`src/rtl/imm_control_sequencer.sv`:
```
// Hardwired fetch/execute control sequencer for the Mini SRC immediate-class
// instructions: ldi, addi, andi and ori.
// Optional feature: define SINGLE_STEP_EN to add a 'step' input. Each rising
// edge of 'step' then runs exactly one instruction, and 'run' is ignored.
module imm_control_sequencer #(
  parameter int unsigned MEM_WAIT = 1,
  parameter int unsigned CNT_W    = 16,
  parameter logic [4:0]  OP_LDI   = 5'b00001,
  parameter logic [4:0]  OP_ADDI  = 5'b01100,
  parameter logic [4:0]  OP_ANDI  = 5'b01101,
  parameter logic [4:0]  OP_ORI   = 5'b01110,
  parameter logic [3:0]  ALU_ADD  = 4'b0011,
  parameter logic [3:0]  ALU_AND  = 4'b0000,
  parameter logic [3:0]  ALU_OR   = 4'b0001,
  parameter logic [4:0]  SEL_PC   = 5'b10100,
  parameter logic [4:0]  SEL_MDR  = 5'b10101,
  parameter logic [4:0]  SEL_ZLO  = 5'b10011,
  parameter logic [4:0]  SEL_R    = 5'b00000
) (
  input  logic             clock,
  input  logic             clear,
  input  logic             run,
  input  logic [4:0]       ir_opcode,
`ifdef SINGLE_STEP_EN
  input  logic             step,
`endif
  output logic             incPC,
  output logic             e_MAR,
  output logic             ram_read,
  output logic             MDR_read,
  output logic             e_MDR,
  output logic             e_IR,
  output logic             Grb,
  output logic             Gra,
  output logic             e_Rout,
  output logic             e_Rin,
  output logic             BAout,
  output logic             e_Y,
  output logic             imm_sel,
  output logic             e_Z,
  output logic [3:0]       ALU_op,
  output logic [4:0]       BusDataSelect,
  output logic             busy,
  output logic             instr_done,
  output logic             illegal,
  output logic [CNT_W-1:0] instr_count
);

  localparam int unsigned   WaitW    = (MEM_WAIT > 1) ? $clog2(MEM_WAIT) : 1;
  localparam logic [WaitW-1:0] WaitLast = WaitW'(MEM_WAIT - 1);

  typedef enum logic [2:0] {
    StIdle, StT0, StT1, StT2, StT3, StT4, StT5, StHalt
  } state_e;

  state_e           state_q;
  logic [WaitW-1:0] wait_q;
  logic [4:0]       op_q;
  logic             illegal_q;
  logic [CNT_W-1:0] count_q;

  logic op_legal;
  logic wait_last;
  logic start;
  logic cont;

  assign op_legal  = (ir_opcode == OP_LDI)  || (ir_opcode == OP_ADDI) ||
                     (ir_opcode == OP_ANDI) || (ir_opcode == OP_ORI);
  assign wait_last = (wait_q == WaitLast);

`ifdef SINGLE_STEP_EN
  logic step_q;

  // Previous 'step' sample for rising-edge detection.
  always_ff @(posedge clock or negedge clear) begin
    if (!clear) step_q <= 1'b0;
    else        step_q <= step;
  end

  assign start = step & ~step_q;
  assign cont  = 1'b0;
`else
  assign start = run;
  assign cont  = run;
`endif

  // Sequencer state, memory wait counter, latched opcode, sticky illegal flag
  // and retired-instruction counter.
  always_ff @(posedge clock or negedge clear) begin
    if (!clear) begin
      state_q   <= StIdle;
      wait_q    <= '0;
      op_q      <= '0;
      illegal_q <= 1'b0;
      count_q   <= '0;
    end else begin
      unique case (state_q)
        StIdle: if (start) state_q <= StT0;
        StT0:   state_q <= StT1;
        StT1: begin
          if (wait_last) begin
            wait_q  <= '0;
            state_q <= StT2;
          end else begin
            wait_q  <= wait_q + 1'b1;
          end
        end
        StT2:   state_q <= StT3;
        StT3: begin
          if (op_legal) begin
            op_q    <= ir_opcode;
            state_q <= StT4;
          end else begin
            illegal_q <= 1'b1;
            state_q   <= StHalt;
          end
        end
        StT4:   state_q <= StT5;
        StT5: begin
          count_q <= count_q + 1'b1;
          state_q <= cont ? StT0 : StIdle;
        end
        StHalt: state_q <= StHalt;
        default: state_q <= StIdle;
      endcase
    end
  end

  // Moore control decode; T3 gates on the live opcode since IR was just loaded.
  always_comb begin
    incPC         = 1'b0;
    e_MAR         = 1'b0;
    ram_read      = 1'b0;
    MDR_read      = 1'b0;
    e_MDR         = 1'b0;
    e_IR          = 1'b0;
    Grb           = 1'b0;
    Gra           = 1'b0;
    e_Rout        = 1'b0;
    e_Rin         = 1'b0;
    BAout         = 1'b0;
    e_Y           = 1'b0;
    imm_sel       = 1'b0;
    e_Z           = 1'b0;
    ALU_op        = 4'b0000;
    BusDataSelect = SEL_R;
    instr_done    = 1'b0;
    unique case (state_q)
      StT0: begin
        BusDataSelect = SEL_PC;
        e_MAR         = 1'b1;
        incPC         = 1'b1;
      end
      StT1: begin
        ram_read = 1'b1;
        MDR_read = wait_last;
        e_MDR    = wait_last;
      end
      StT2: begin
        BusDataSelect = SEL_MDR;
        e_IR          = 1'b1;
      end
      StT3: begin
        if (op_legal) begin
          Grb    = 1'b1;
          e_Rout = 1'b1;
          e_Y    = 1'b1;
          BAout  = (ir_opcode == OP_LDI); // ldi adds the immediate to zero
        end
      end
      StT4: begin
        imm_sel = 1'b1;
        e_Z     = 1'b1;
        if (op_q == OP_ANDI)     ALU_op = ALU_AND;
        else if (op_q == OP_ORI) ALU_op = ALU_OR;
        else                     ALU_op = ALU_ADD;
      end
      StT5: begin
        BusDataSelect = SEL_ZLO;
        Gra           = 1'b1;
        e_Rin         = 1'b1;
        instr_done    = 1'b1;
      end
      default: ;
    endcase
  end

  assign busy        = (state_q != StIdle) && (state_q != StHalt);
  assign illegal     = illegal_q;
  assign instr_count = count_q;

endmodule

```
`config.mk`:
```
export PLATFORM = sky130hd
export DESIGN_NAME = imm_control_sequencer
export DESIGN_NICKNAME = d
export VERILOG_FILES = /design/src/rtl/imm_control_sequencer.sv
export SDC_FILE = /design/constraint.sdc
export NUM_CORES = 1
export LEC_CHECK = 0
export BUFFER_PORTS_ARGS = -buffer_cell sky130_fd_sc_hd__buf_2
export CAP_MARGIN = 20
export CORE_MARGIN = 10
export CORE_UTILIZATION = 44
export DETAILED_ROUTE_END_ITERATION = 10
export GPL_ROUTABILITY_DRIVEN = 0
export HOLD_SLACK_MARGIN = 0.08
export PLACE_DENSITY = 0.75
export SLEW_MARGIN = 20
export SYNTH_ARGS = -nofsm -noshare
export SYNTH_HDL_FRONTEND = slang
export SYNTH_SLANG_ARGS = --single-unit
```
`constraint.sdc`:
```
create_clock -name clock -period 1.82 [get_ports clock]
set_clock_uncertainty 0.15 [all_clocks]
set_input_delay 0.364 -clock clock [delete_from_list [all_inputs] [get_ports clock]]
set_output_delay 0.364 -clock clock [all_outputs]
set_load 0.1 [all_outputs]
```
==> results.yml, run 1 <==
status:
  status: "complete, but fails checks"
  violations: "negative setup slack"
synthesis:
  synthCells: 136
  ys_seq_area_share_pct: 45.62
  synth-seq-cells: 25
  syn_area_per_cell_sq_um: 10.08
  synth_flop_cell: "dfrtp_1"
  ys_async_sr_fraction_pct: 100.0
  synth-edff-count: 0
  ys.warnings.count: 0
  synth_area_sq_um: 1371
  synthDistinctLibCells: 38
cells_and_area:
  finalCoreUtilization_pct: 77.60
  area_growth_pct: 71.35
  diodes: 0
  n_fill_cell: 182
  drive_gt1_share_pct: 61.11
  fin_nets: 208
detailed_routing:
  route.detailed.drc: 0
  dr_total_vias: 1233
  avgRoutedWirePerCell_um: 17.20
  drt_iter0_markers: 49
  ant_nets: 0
  wirelength_um: 4162
  drtPass1Iterations: 4
  viasPerCell: 5.095
flow_run:
  maxCapViolations: 0
clocking:
  h-tree-depth: 1
  clk_pin_slew_worst_paths_ns: 0.14
  clockBufferDepth: 2
  clkLatencyLatePin_ns: 0.32
  cts_tree: "yes"
  root_buffer: "clkbuf_4"
  cts_inserted_buffers: 3
  cts_sinks: 25
global_routing:
  antenna_found_initial: 0
  grt_pass1_vias: 1312
  grt_max_degree: 26
  grt_overflow: 0
  grt_usage_pct: 14.76
  grt_pass1_wl_um: 6465
place:
  pre_cts_slack_ns: -0.2906
  port_buffers: 46
  dp_hpwl_um: 2944
timing:
  hold_slack_ns: 0.1530
  drv_slew: 0
  finalHoldViolCount: 0
  slew-limit-headroom_pct: 61.35
  rsz0062_at_grt: "yes"
  setup_viol: 34
  fin_crit_sh_pct: 124.9
  period_needed_ns: 2.273
  setup_slack_ns: -0.4531
  max_freq_mhz: 439.9
  worstMarginPinSlew_ns: 0.5798
floorplan:
  die_h_um: 75.83
  ioPinCount: 50
  die-area_sq_um: 5749
  coreArea_sq_um: 3028
  chipWidth_um: 75.83
  num_rows: 20
  initial_core_util_pct: 45.29
critical_path:
  cp-start-kind: "flip-flop"
  crit_required_ns: 1.31
  arrival_ns: 1.76
  crit_path_max_fanout: 4
  crit_path_end_kind: "primary output"
  path_class: "flip-flop to primary output"
min_path:
  hold_class: "input port to flip-flop"
-- worst max-delay path, cell delays in order (launching register included) --
cell and delay, ns:
dfrtp_1 0.43, or4b_4 0.57, nor2_4 0.22, buf_12 0.21
-- cell type report --
type	count	area [sq um]	share of cell area, %
Multi-Input combinational cell	91	782.0	33.28
Inverter	7	46.29	1.970
Tap cell	44	55.05	2.343
Clock buffer	3	22.52	0.9585
Timing Repair Buffer	71	772.0	32.85
Clock inverter	1	8.758	0.3727
Sequential cell	25	663.1	28.22
-- routing by layer --
metal | global-route usage, % | share of wire [%] | vias to the layer above
met5 | 0 | 0 | -
met4 | 3.711 | 2.2 | 0
met3 | 4.948 | 8.0 | 10
met2 | 27.92 | 53 | 45
met1 | 15.07 | 37 | 611
li1 | - | - | 567
-- flip-flops by register name, indices dropped and copies added (netlist names), named ones only --
signal,count
illegal,1
instr_count,16
op_q,5
state_q,2
-- path summary, 6_finish.rpt --
path,startpoint,endpoint,slack [ns],cells after the start
worst max register to register,state_q[0],op_q[3],-0.21,5
max in group asynchronous,clear,instr_count[0],0.69,2
worst min-delay path,run,state_q[0],0.15,3
worst min register to register,instr_count[11],instr_count[11],0.34,1
min in group asynchronous,clear,instr_count[3],0.39,2
worst max-delay path,state_q[0],e_Rout,-0.45,3
-- kinds of logic (layout without fill, tap and decap cells) --
| kind of cell | after synthesis | in the layout | share of synthesized area, % |
|---|---|---|---|
| other | 1 | 3 | 0.2735 |
| flip-flops | 25 | 25 | 45.62 |
| buffers and inverters | 22 | 82 | 10.13 |
| XOR/XNOR | 18 | 18 | 11.50 |
| multiplexers | 2 | 2 | 1.642 |
| AND/OR/NAND/NOR | 55 | 55 | 23.91 |
| AO/OA/AOI/OAI | 12 | 12 | 6.022 |
| adder cells (fa/ha/maj) | 1 | 1 | 0.9123 |
-- cells in the final DEF (no fill, tap or decap), types with 2 or more instances in the layout --
master      count
a21oi_1         3
a21oi_4         2
and3_1          5
and3_4          2
buf_12         22
buf_2          23
buf_4          19
buf_6           5
clkbuf_4        4
clkinvlp_4      2
conb_1          3
dfrtp_1        11
dfrtp_2         6
dfrtp_4         8
inv_1           2
inv_4           2
mux2_1          2
nand2_1        12
nand3_1         6
nand3_2         3
nand3b_1        2
nor2_1          4
nor2_4          5
nor3_4          2
xnor2_1        10
xor2_1          7
-- through the flow --
step	TNS [ns]	cell area (sq um)	instances
finish	-5.796	2350	242
CTS	-5.734	2302	240
floorplan	-4.129	1597	138
detailed placement	-1.434	2092	223
global placement	-1.242	2092	223
global route	-7.970	2350	242
-- what timing repair did --
item                       CTS  global route
cloned                       0             0
hold endpoints to repair    25             0
setup endpoints to repair   26            34
hold buffers                 1             0
pin swaps                   10             6
setup buffers               13             4
resized for setup           20             8
-- synth_stat cells (all sizes together) (2+ instances only) --
cell type | n | area share (%)
inv | 7 | 1.9
nor2 | 10 | 3.5
xnor2 | 10 | 6.4
buf | 14 | 7.9
mux2 | 2 | 1.6
nand3b | 3 | 2.6
nand2 | 14 | 3.8
dfrtp | 25 | 46
nor3 | 2 | 1.1
a21oi | 5 | 1.8
xor2 | 8 | 5.1
nand3 | 10 | 3.6
and3 | 7 | 3.2
Power of run 1 is left out: the tool's default activity adds up to more than one toggle a clock period on the data nets, which glitch-free logic cannot reach.
==> inputs of run 2 (changes only) <==
--- a/config.mk
+++ b/config.mk
@@ -7,7 +7,7 @@
 export LEC_CHECK = 0
 export BUFFER_PORTS_ARGS = -buffer_cell sky130_fd_sc_hd__buf_2
 export CAP_MARGIN = 20
-export CORE_MARGIN = 10
+export CORE_MARGIN = 2
 export CORE_UTILIZATION = 44
 export DETAILED_ROUTE_END_ITERATION = 10
 export GPL_ROUTABILITY_DRIVEN = 0
==> run 2 against run 1 <==
Compared with the run above:
- the flow still finishes with violations (negative setup slack)
- die area is 38% lower
- clock-buffer cell count is 1 higher
- final cell count is 1.7% lower
- sequential share of layout area fell by 0.65 points
- core utilization is 2.5 points higher
- global-route usage grew 5.0 points
- worst setup slack gained 0.017 ns
- largest cell class is now buffers
==> results.yml, run 2 (same netlist as run 1, synthesis figures left out) <==
status:
  status: "complete, but fails checks"
  violations: "negative setup slack"
min_path:
  worst_hold_path.endpoint: "state_q[0]"
  hold_class: "input port to flip-flop"
  hold_start: "run"
  worstHoldPathCells: 3
detailed_routing:
  drt_iter0_markers: 38
  avgRoutedWirePerCell_um: 14.91
  wirelength_um: 3549
  dr_total_vias: 1221
  ant_nets: 0
  viasPerCell: 5.130
  route.detailed.drc: 0
  drtPass1Iterations: 4
critical_path:
  slowest_stage: "or4b_4"
  cp-start-kind: "flip-flop"
  worst_r2r_startpoint: "state_q[0]"
  path_class: "flip-flop to primary output"
  cp_cell_sequence: "or4b_4, nor2_4, buf_12"
  crit_path_max_fanout: 5
  crit_required_ns: 1.31
  crit_path_end_kind: "primary output"
  rrSetupSlack_ns: -0.40
  reg2regPathDepth: 8
  rr_endpoint: "op_q[2]"
  arrival_ns: 1.74
  slowest_delay_ns: 0.58
global_routing:
  grt_pass1_wl_um: 5333
  grt_usage_pct: 19.74
  grt_max_degree: 26
  antenna_found_initial: 0
  grt_pass1_vias: 1238
  grt_overflow: 0
cells_and_area:
  fin_nets: 215
  drive_gt1_share_pct: 61.46
  area_growth_pct: 75.37
  finalCoreUtilization_pct: 80.08
  largest_reg_flops: 16
  diodes: 0
  final_area_sq_um: 2405
  final_cell_mix: "buf_2 (24), buf_4 (23), buf_12 (22)"
  fin_cells: 238
  final_common_cell: "buf_2"
timing:
  period_needed_ns: 2.256
  drv_slew: 0
  max_freq_mhz: 443.2
  fin_crit_sh_pct: 124.0
  finalHoldViolCount: 0
  worstMarginPinSlew_ns: 0.5549
  setup_viol: 32
  rsz0062_at_grt: "yes"
  hold_slack_ns: 0.2244
  setup_slack_ns: -0.4364
  slew-limit-headroom_pct: 63.01
floorplan:
  die_h_um: 59.83
  chipWidth_um: 59.83
  coreArea_sq_um: 3003
  num_rows: 20
  initial_core_util_pct: 45.67
  die-area_sq_um: 3579
  ioPinCount: 50
place:
  placed_area_sq_um: 2078
  place_inst: 212
  dp_hpwl_um: 2291
  port_buffers: 46
clocking:
  root_buffer: "clkbuf_4"
  cts_inserted_buffers: 3
  cts_tree: "yes"
  clk_pin_slew_worst_paths_ns: 0.12
  h-tree-depth: 1
  clkLatencyLatePin_ns: 0.31
  cts_sinks: 25
  clockBufferDepth: 2
flow_run:
  maxCapViolations: 0
run 2: repair_timing:
item	in CTS	in global routing
resized for setup	19	8
buffers inserted	14	8
endpoints found under the setup margin	27	34
hold buffers	1	0
hold endpoints to repair	25	0
pin swaps	10	10
cloned	1	0
run 2: worst max-delay path: cells and delay by family (launching register included):
kind / cells / cell delay, ns
simple gates: 2 / 0.82
flops: 1 / 0.41
buf+inv: 1 / 0.21
run 2: worst max-delay path by stage:
stage	from	to	slack [ns]	cells after the start
floorplan	state_q[1]	e_Rout	-0.60	4
global placement	ir_opcode[3]	e_Rout	-0.27	5
detailed placement	ir_opcode[3]	e_Rout	-0.30	5
CTS	state_q[0]	e_Rout	-0.45	3
global route	state_q[0]	Grb	-0.51	3
finish	state_q[0]	Grb	-0.44	3
run 2: metrics by stage:
stage | TNS (ns) | setup slack (ns)
2_1_floorplan | -4.129 | -0.6020
3_3_place_gp | -1.244 | -0.2672
3_5_place_dp | -1.521 | -0.3042
4_1_cts | -5.951 | -0.4527
5_1_grt | -8.768 | -0.5110
6_report | -6.239 | -0.4364
run 2: routing by layer:
metal / vias to the layer above / share of wire (%) / GRT usage [%] / wire, um
met5: - / 0 / 0 / 0
met4: 0 / 1.1 / 5.397 / 40
met3: 6 / 4.5 / 4.978 / 158
met2: 36 / 54 / 34.78 / 1921
met1: 603 / 40 / 23.78 / 1430
li1: 576 / - / - / -
run 2: area by class of cell:
| cell class | instances | area [sq um] |
|---|---|---|
| Clock buffer | 4 | 26.28 |
| Fill cell | 176 | 598.1 |
| Inverter | 7 | 43.79 |
| Multi-Input combinational cell | 91 | 768.2 |
| Sequential cell | 25 | 663.1 |
| Tap cell | 33 | 41.29 |
| Timing Repair Buffer | 78 | 862.1 |
Power of run 2 is left out for the same reason.
==> inputs of run 3 (changes only) <==
--- a/config.mk
+++ b/config.mk
@@ -9,6 +9,7 @@
 export CAP_MARGIN = 20
 export CORE_MARGIN = 2
 export CORE_UTILIZATION = 44
+export CTS_BUF_LIST = sky130_fd_sc_hd__clkbuf_16
 export DETAILED_ROUTE_END_ITERATION = 10
 export GPL_ROUTABILITY_DRIVEN = 0
 export HOLD_SLACK_MARGIN = 0.08
==> run 3 against run 2 <==
Compared with the run above:
- the flow still finishes with violations (negative setup slack)
- first-iteration DRC count shrank 18%
- clock-buffer cell count shrank 1
- non-clock buffer count shrank 3
- fmax grew 2.5%
- die area is the same
- hold slack gained 0.045 ns
- final cell count shrank 1.3%
- critical endpoint unchanged
==> results.yml, run 3 (same netlist as run 1, synthesis figures left out) <==
clocking:
  clkLatencyLatePin_ns: 0.26
  cts_tree: "yes"
  h-tree-depth: 1
  cts_inserted_buffers: 3
  clockBufferDepth: 2
  clk_pin_slew_worst_paths_ns: 0.06
  cts_sinks: 25
  root_buffer: "clkbuf_16"
critical_path:
  slowest_delay_ns: 0.58
  crit_required_ns: 1.31
  cp_cell_sequence: "or4b_4, nor2_4, buf_12"
  crit_path_max_fanout: 5
  path_class: "flip-flop to primary output"
  cp-start-kind: "flip-flop"
  arrival_ns: 1.69
  slowest_stage: "or4b_4"
  crit_path_end_kind: "primary output"
detailed_routing:
  highest_layer: "met4"
  avgRoutedWirePerCell_um: 15.12
  wl_met3_um: 146
  viasPerCell: 5.174
  drt_iter0_markers: 31
  wirelength_um: 3554
  met2_wirelength_um: 1913
  drtPass1Iterations: 4
  ant_nets: 0
  dr_total_vias: 1216
  m1WireLength_um: 1440
  route.detailed.drc: 0
cells_and_area:
  n_fill_cell: 170
  diodes: 0
  fin_nets: 212
  area_growth_pct: 77.65
  final_cell_mix: "buf_2 (24), buf_12 (23), buf_4 (19)"
  finalCoreUtilization_pct: 81.13
  final_common_cell: "buf_2"
  largest_reg_flops: 16
  drive_gt1_share_pct: 61.88
status:
  violations: "negative setup slack"
  status: "complete, but fails checks"
global_routing:
  antenna_found_initial: 0
  grt_pass1_vias: 1166
  grt_max_degree: 26
  grt_usage_pct: 18.55
  grt_overflow: 0
  grt_pass1_wl_um: 5023
min_path:
  hold_class: "input port to flip-flop"
flow_run:
  maxCapViolations: 0
place:
  dp_hpwl_um: 2291
  port_buffers: 46
timing:
  finalHoldViolCount: 0
  period_needed_ns: 2.201
  rsz0062_at_grt: "yes"
  setup_viol: 33
  worstMarginPinSlew_ns: 0.5452
  drv_slew: 0
  slew-limit-headroom_pct: 63.65
  max_freq_mhz: 454.4
  setup_slack_ns: -0.3808
  fin_crit_sh_pct: 120.9
floorplan:
  die_h_um: 59.83
  initial_core_util_pct: 45.67
  ioPinCount: 50
  coreArea_sq_um: 3003
  die-area_sq_um: 3579
  chipWidth_um: 59.83
  num_rows: 20
-- run 3: cell count changes in the layout (fill, tap and decap cells not counted), moves of 2 or more --
cell	previous run	this run
buf_6	5	8
clkbuf_16	0	3
clkbuf_4	3	0
buf_8	2	0
buf_4	23	19
-- run 3: timing repair --
action / CTS / global route
hold buffers: 1 / 0
pin swaps: 6 / 10
hold endpoints to repair: 25 / 0
setup buffers: 8 / 10
gates resized for setup: 13 / 18
endpoints found under the setup margin: 26 / 30
-- run 3: final timing paths --
check	start	to	slack [ns]	depth (start not counted)
setup / recovery	state_q[0]	Grb	-0.38	3
hold / removal	run	state_q[0]	0.27	3
setup reg to reg	state_q[0]	op_q[2]	-0.34	7
hold reg to reg	instr_count[11]	instr_count[11]	0.34	1
max in group asynchronous	clear	instr_count[0]	0.63	2
min in group asynchronous	clear	instr_count[5]	0.47	2
-- run 3: critical path: cells and delay by family (launching register included) --
kind / cells / cell delay (ns)
and+or+nand+nor: 2 / 0.81
DFF: 1 / 0.40
buffers and inverters: 1 / 0.21
-- run 3: per-layer routing --
metal  vias to the layer above  global-route usage, %
li1                        570                      -
met1                       599                  23.32
met2                        41                  32.76
met3                         6                  3.247
met4                         0                  4.762
met5                         -                      0
-- run 3: final cells by class --
| class | instances | area (sq um) | area share, % |
|---|---|---|---|
| sequential | 25 | 663.1 | 27.22 |
| clock inverter | 1 | 3.754 | 0.1541 |
| inverter | 7 | 43.79 | 1.798 |
| tap | 33 | 41.29 | 1.695 |
| multi-input combinational | 91 | 785.8 | 32.25 |
| clock buffer | 3 | 75.07 | 3.082 |
| timing repair buffer | 75 | 823.3 | 33.80 |
-- run 3: per-stage QoR --
stage / area (sq um) / cells / setup WS [ns] / hold slack [ns] / setup TNS [ns]
floorplan: 1597 / 138 / -0.6020 / -0.08159 / -4.129
global placement: 2078 / 212 / -0.2672 / 0.2182 / -1.244
detailed placement: 2078 / 212 / -0.3042 / 0.2334 / -1.521
CTS: 2281 / 225 / -0.3779 / 0.2691 / -3.287
global route: 2436 / 235 / -0.4255 / 0.2945 / -6.920
finish: 2436 / 235 / -0.3808 / 0.2696 / -5.160
Power of run 3 is left out for the same reason.
